--- src/rtl/tsp_pkg.sv ---
// tsp_pkg
// Shared definitions for the transport-stream output scheduler slice:
//   PACK_BYTES - TS packet length in bytes (188)
//   BYTE_W     - width of one TS byte
//   CNT_W      - width of the in-packet byte counter
//   tsp_state_e - scheduler FSM states (IDLE, LOCK)
package tsp_pkg;

  localparam int PACK_BYTES = 188;
  localparam int BYTE_W     = 8;
  localparam int CNT_W      = 8;

  typedef enum logic {
    IDLE = 1'b0,
    LOCK = 1'b1
  } tsp_state_e;

endpackage

--- src/rtl/tsp_prio_enc.sv ---
// tsp_prio_enc
// Combinational highest-index priority encoder used for source arbitration.
// Ports:
//   req_i  [NUM_SRC-1:0] request vector (one bit per source)
//   idx_o  [SEL_W-1:0]   index of the highest set request bit, 0 if none
//   any_o                high when at least one request bit is set
module tsp_prio_enc #(
  parameter int NUM_SRC = 18,
  parameter int SEL_W   = 5
) (
  input  logic [NUM_SRC-1:0] req_i,
  output logic [SEL_W-1:0]   idx_o,
  output logic               any_o
);

  // Ascending scan: later (higher) set bits overwrite earlier ones, so the
  // surviving index is the highest one.
  always_comb begin
    idx_o = '0;
    any_o = 1'b0;
    for (int i = 0; i < NUM_SRC; i++) begin
      if (req_i[i]) begin
        idx_o = SEL_W'(i);
        any_o = 1'b1;
      end
    end
  end

endmodule

--- src/rtl/tsp_out_sched.sv ---
// tsp_out_sched
// Muxes one of NUM_SRC aligned TS byte streams onto a single output, one
// whole packet at a time. Source 0 is the base stream; on each source-0 sync
// the highest-index source claiming the packet (src_matched) wins and stays
// granted until PACK_BYTES valid bytes have passed or an early sync truncates
// the packet. All outputs are registered (1 clk latency).
// Ports:
//   clk, rst_n                    byte clock, synchronous active-low reset
//   src_matched/valid/sync [N]    per-source claim flag, byte valid, packet start
//   src_data [8N]                 per-source byte, source k in [8k+7:8k]
//   out_valid/out_sync/out_data   muxed TS output
//   out_sel                       source granted for the byte on out_*
//   locked                        high while the byte on out_* is part of a packet
//   short_pkt                     one-cycle pulse when a packet was cut short
//   pkt_cnt, err_cnt              completed packets / short packets; only
//                                 present when TSP_OUT_SCHED_STATS_EN is defined
module tsp_out_sched #(
  parameter int NUM_SRC    = 18,
  parameter int PACK_BYTES = tsp_pkg::PACK_BYTES,
  parameter int SEL_W      = 5
) (
  input  logic                 clk,
  input  logic                 rst_n,
  input  logic [NUM_SRC-1:0]   src_matched,
  input  logic [NUM_SRC-1:0]   src_valid,
  input  logic [NUM_SRC-1:0]   src_sync,
  input  logic [8*NUM_SRC-1:0] src_data,
  output logic                 out_valid,
  output logic                 out_sync,
  output logic [7:0]           out_data,
  output logic [SEL_W-1:0]     out_sel,
  output logic                 locked,
  output logic                 short_pkt
`ifdef TSP_OUT_SCHED_STATS_EN
  ,
  output logic [31:0]          pkt_cnt,
  output logic [15:0]          err_cnt
`endif
);

  import tsp_pkg::*;

  tsp_state_e        state_q, state_d;
  logic [SEL_W-1:0]  grant_q, grant_d;
  logic [CNT_W-1:0]  cnt_q, cnt_d;
  logic              seen_q, seen_d;
  logic              out_valid_q, out_valid_d;
  logic              out_sync_q, out_sync_d;
  logic [BYTE_W-1:0] out_data_q, out_data_d;
  logic [SEL_W-1:0]  out_sel_q, out_sel_d;
  logic              locked_q, locked_d;
  logic              short_q, short_d;

  logic [SEL_W-1:0]  enc_idx, arb_idx, fwd_idx;
  logic              enc_any, fwd_en;
`ifdef TSP_OUT_SCHED_STATS_EN
  logic              pkt_done;
  logic [31:0]       pkt_cnt_q;
  logic [15:0]       err_cnt_q;
`endif

  tsp_prio_enc #(
    .NUM_SRC (NUM_SRC),
    .SEL_W   (SEL_W)
  ) u_prio_enc (
    .req_i (src_matched),
    .idx_o (enc_idx),
    .any_o (enc_any)
  );

  assign arb_idx = enc_any ? enc_idx : '0;

  // Next-state and output selection. fwd_en/fwd_idx pick which source's byte
  // is copied to the output register this cycle. seen_q keeps the output
  // silent after reset until the first source-0 sync, so a packet aborted by
  // reset never leaks its tail onto the output.
  always_comb begin
    state_d     = state_q;
    grant_d     = grant_q;
    cnt_d       = cnt_q;
    seen_d      = seen_q;
    out_sel_d   = '0;
    locked_d    = 1'b0;
    short_d     = 1'b0;
    fwd_en      = 1'b0;
    fwd_idx     = '0;
`ifdef TSP_OUT_SCHED_STATS_EN
    pkt_done    = 1'b0;
`endif
    unique case (state_q)
      IDLE: begin
        if (src_valid[0] && src_sync[0]) begin
          state_d   = LOCK;
          grant_d   = arb_idx;
          cnt_d     = CNT_W'(1);
          seen_d    = 1'b1;
          fwd_en    = 1'b1;
          fwd_idx   = arb_idx;
          out_sel_d = arb_idx;
          locked_d  = 1'b1;
        end else if (seen_q) begin
          fwd_en    = 1'b1;
        end
      end
      LOCK: begin
        locked_d  = 1'b1;
        out_sel_d = grant_q;
        fwd_en    = 1'b1;
        fwd_idx   = grant_q;
        if (src_valid[grant_q]) begin
          if (src_sync[grant_q] && (int'(cnt_q) < PACK_BYTES)) begin
            // Early sync: drop the truncated packet and arbitrate the new one.
            short_d   = 1'b1;
            grant_d   = arb_idx;
            cnt_d     = CNT_W'(1);
            fwd_idx   = arb_idx;
            out_sel_d = arb_idx;
          end else begin
            cnt_d = (cnt_q == '1) ? cnt_q : cnt_q + CNT_W'(1);
            if (int'(cnt_q) + 1 >= PACK_BYTES) begin
              state_d = IDLE;
`ifdef TSP_OUT_SCHED_STATS_EN
              pkt_done = 1'b1;
`endif
            end
          end
        end
      end
      default: state_d = IDLE;
    endcase

    out_valid_d = fwd_en && src_valid[fwd_idx];
    out_sync_d  = out_valid_d && src_sync[fwd_idx];
    out_data_d  = out_valid_d ? src_data[int'(fwd_idx)*BYTE_W +: BYTE_W] : out_data_q;
  end

  // State and output registers with synchronous reset.
  always_ff @(posedge clk) begin
    if (!rst_n) begin
      state_q     <= IDLE;
      grant_q     <= '0;
      cnt_q       <= '0;
      seen_q      <= 1'b0;
      out_valid_q <= 1'b0;
      out_sync_q  <= 1'b0;
      out_data_q  <= '0;
      out_sel_q   <= '0;
      locked_q    <= 1'b0;
      short_q     <= 1'b0;
    end else begin
      state_q     <= state_d;
      grant_q     <= grant_d;
      cnt_q       <= cnt_d;
      seen_q      <= seen_d;
      out_valid_q <= out_valid_d;
      out_sync_q  <= out_sync_d;
      out_data_q  <= out_data_d;
      out_sel_q   <= out_sel_d;
      locked_q    <= locked_d;
      short_q     <= short_d;
    end
  end

`ifdef TSP_OUT_SCHED_STATS_EN
  // Free-running wrapping statistics counters.
  always_ff @(posedge clk) begin
    if (!rst_n) begin
      pkt_cnt_q <= '0;
      err_cnt_q <= '0;
    end else begin
      if (pkt_done) pkt_cnt_q <= pkt_cnt_q + 32'd1;
      if (short_d)  err_cnt_q <= err_cnt_q + 16'd1;
    end
  end

  assign pkt_cnt = pkt_cnt_q;
  assign err_cnt = err_cnt_q;
`endif

  assign out_valid = out_valid_q;
  assign out_sync  = out_sync_q;
  assign out_data  = out_data_q;
  assign out_sel   = out_sel_q;
  assign locked    = locked_q;
  assign short_pkt = short_q;

endmodule
--- config.mk ---
export PLATFORM = sky130hd
export DESIGN_NAME = tsp_out_sched
export DESIGN_NICKNAME = d
export VERILOG_FILES = /design/src/rtl/tsp_pkg.sv /design/src/rtl/tsp_prio_enc.sv /design/src/rtl/tsp_out_sched.sv
export SDC_FILE = /design/constraint.sdc
export NUM_CORES = 1
export LEC_CHECK = 0
export CORE_MARGIN = 2
export CORE_UTILIZATION = 39
export CTS_CLUSTER_DIAMETER = 200
export CTS_CLUSTER_SIZE = 28
export DETAILED_ROUTE_END_ITERATION = 16
export HOLD_SLACK_MARGIN = 0.08
export MAX_ROUTING_LAYER = met4
export PLACE_DENSITY = 0.83
export SYNTH_ARGS = -nofsm -noshare
export SYNTH_HDL_FRONTEND = slang
export SYNTH_SLANG_ARGS = --single-unit
--- constraint.sdc ---
create_clock -name clk -period 4.18 [get_ports clk]
set_input_delay 0.836 -clock clk [delete_from_list [all_inputs] [get_ports clk]]
set_output_delay 0.836 -clock clk [all_outputs]
set_load 0.1 [all_outputs]
==> qor.txt <==
CTS Buf Count: 5
Total power draw: 0.001536 W
Tot GR Track Use: 30.68%
Syn Inst Count: 536
Mapped Nets: 738
Mapped Area: 3745 um2
Reg2Reg Depth: 13
H-tree depth: 2
ANT cells: 0
Leak: 2.513 nW
Final Critical Period: 3.924 ns
Drt pass-1 iters: 6
FF-to-FF setup slack: 0.39 ns
CP Max Fanout: 16
Met1 WL: 6597 um
Area delta synth->final: 65.05%
Reg2reg end: out_data[3]
Placed Cells: 874
RSZ-0062 raised after global routing: false
Vias: 5000
Full die area: 10400 um2
Die height: 102.0 um
DIE WIDTH: 102.0 um
CP Class: in -> reg
Setup TNS: 0 ns
Register area share after synthesis: 17.11%
Clock slew at reported path FFs: 0.07 ns
Final hold slack: 0.4778 ns
# hold bufs at CTS: 0
Top cells by area, synth: dfxtp_1, nand2_1, mux2i_1
Gpl congestion: 0.9822
Pwr dens: 248.5 nW/um2
Post-synth EDFFs: 0
Hold Path Depth: 1
Syn avg cell area: 6.987 um2
Start of the worst register-to-register path: grant_q[0]
HP Class: reg -> reg
Final non-filler cell total: 881
PortBufs: 216
WL final: 15690 um
Layout Nets: 954
DR WL met3: 1166 um
Netlist cell types: 68
DR WL/cell: 17.81 um
Met2 wire len: 7370 um
Clk root buf: clkbuf_8
Largest net degree at the start of global routing: 48
Yosys top cell area share: 17.11%
Most frequent cells in the layout: clkdlybuf4s50_1, nand2_1, dfxtp_1
Top_reg_cell synth: dfxtp_1
Vias per inst: 5.675
Pins Over Slew Limit: 0
Final Cycle Share: 93.89%
Max Clock Freq: 0.2548 GHz
Drt drc: 0
Iter 0 DRT Violations: 303
CP Capture Type: flop
Layout cells sized above 1: 8.245%
Slew HR: 30.42%
Commonest non-fill, non-tap cell in the layout: clkdlybuf4s50_1
Boundary Pins: 217
Flops & latches, synth: 32
Clock Skew: 0.008940 ns
Core region area: 9284 um2
Max cap viols: 0
First-pass GRT wire length: 24350 um
Initial core utilization: 40.34%
Final Hold Viols: 0
Clk Latency, worst-skew pair: 0.29 ns
Clock buffer depth: 2
Uppermost layer routed: met4
WP data required: 4.39 ns
Most area-hungry cell type in the Yosys netlist: dfxtp_1
Status: complete, no violations
Post-CTS Resized: 0
# Post-CTS Setup Buffers: 0
Initial antenna violation count: 0
Worst Path Arrival: 4.13 ns
Synth async-reset ratio: 0%
Fill cell count: 835
CTS tree: built
Vias in the first global route: 4940
Hold EP: seen_q
Sink Count: 32
Hold path start: seen_q
Post-DP HPWL: 12810 um
Row count: 35
Max IR drop VDD: 0.1467 mV
Final setup fails: 0
YS warnings: 0
GRT overflow: 0
Slew @ Worst Pin: 1.041 ns
Worst Setup Start Kind: input pin
Post-DRT Antenna Nets: 0
## cell families (layout without fill, tap and decap cells)
family	Yosys count	count (layout)	share of synthesized area (%)
compound gates	149	149	30.10
simple gates	262	262	31.44
xor+xnor	2	2	0.4678
flops	32	32	17.11
buf+inv	49	265	6.548
fa+ha+maj	2	2	0.6681
mux	40	40	13.66
## flip-flops by register name, summed over array words and instances (netlist names), 5 cells and up
name / cells
grant_q: 5
out_data: 8
out_sel: 5
cnt_q: 8
## layer usage
metal  vias to the layer above  track usage, %
met5                         -               -
met4                         0           10.46
met3                        44           4.446
met2                       253           51.77
met1                      2301           37.52
li1                       2402               -
## critical path: stages
cell             delay, ns
clkdlybuf4s50_1       0.43
mux4_2                0.49
o22a_1                0.25
a32oi_2               0.34
o311ai_4              0.16
buf_4                 0.21
and3_2                0.29
o211ai_1              0.21
a41oi_1               0.16
a211oi_2              0.23
buf_4                 0.24
o21ai_0               0.09
a31oi_1               0.18
## final cells by class
type                    instances  area (um2)  area share [%]
well taps                     129       161.4           2.611
flip-flops and latches         32       640.6           10.36
clock inverters                 1       5.005         0.08097
multi-input cells             455        2860           46.28
inverters                      13       48.80          0.7895
repair buffers                245        2392           38.70
clock buffers                   6       72.57           1.174
## metrics by stage
| step | utilization, % | cell area [um2] | worst slack [ns] |
|---|---|---|---|
| 6_report | 66.58 | 6181 | 0.2556 |
| 5_1_grt | 66.58 | 6181 | 0.06975 |
| 4_1_cts | 66.58 | 6181 | 0.3146 |
| 3_5_place_dp | 65.74 | 6103 | 0.05283 |
| 3_3_place_gp | 65.74 | 6103 | 0.07084 |
| 2_1_floorplan | - | 3745 | 0.6937 |
## where the power goes
part           switching [W]  total (W)  internal (W)  leakage, nW
Clock               0.000112   0.000225      0.000113       0.0410
Combinational       0.000526   0.000950      0.000423         2.21
Sequential         0.0000297   0.000361      0.000331        0.262
Total               0.000668    0.00154      0.000867         2.51
## cell usage after synthesis, types with 5 or more instances
master / n
nand2_1: 169
inv_1: 13
clkbuf_1: 15
nand3_1: 10
a22oi_1: 14
nor2_1: 23
buf_2: 9
nor4_1: 5
a32oi_1: 15
mux4_2: 8
buf_4: 5
o211ai_1: 5
nor2b_1: 6
a21o_1: 8
o21ai_0: 17
mux2i_1: 26
and2_1: 10
a31oi_1: 20
nand4_1: 7
a21oi_1: 18
dfxtp_1: 32
nand2b_1: 7
a21boi_0: 9
## worst max path at each step
stage                  endpoint  slack (ns)  cells after the start          start
global route        out_data[0]        0.07                     13     grant_q[0]
detailed placement  out_data[2]        0.05                     13  src_valid[15]
finish              out_data[3]        0.26                     13  src_valid[15]
floorplan           out_data[6]        0.69                     10  src_valid[15]
CTS                 out_data[2]        0.31                     13  src_valid[15]
global placement    out_data[3]        0.07                     12   src_valid[0]
Power figures use the tool's default switching activity.
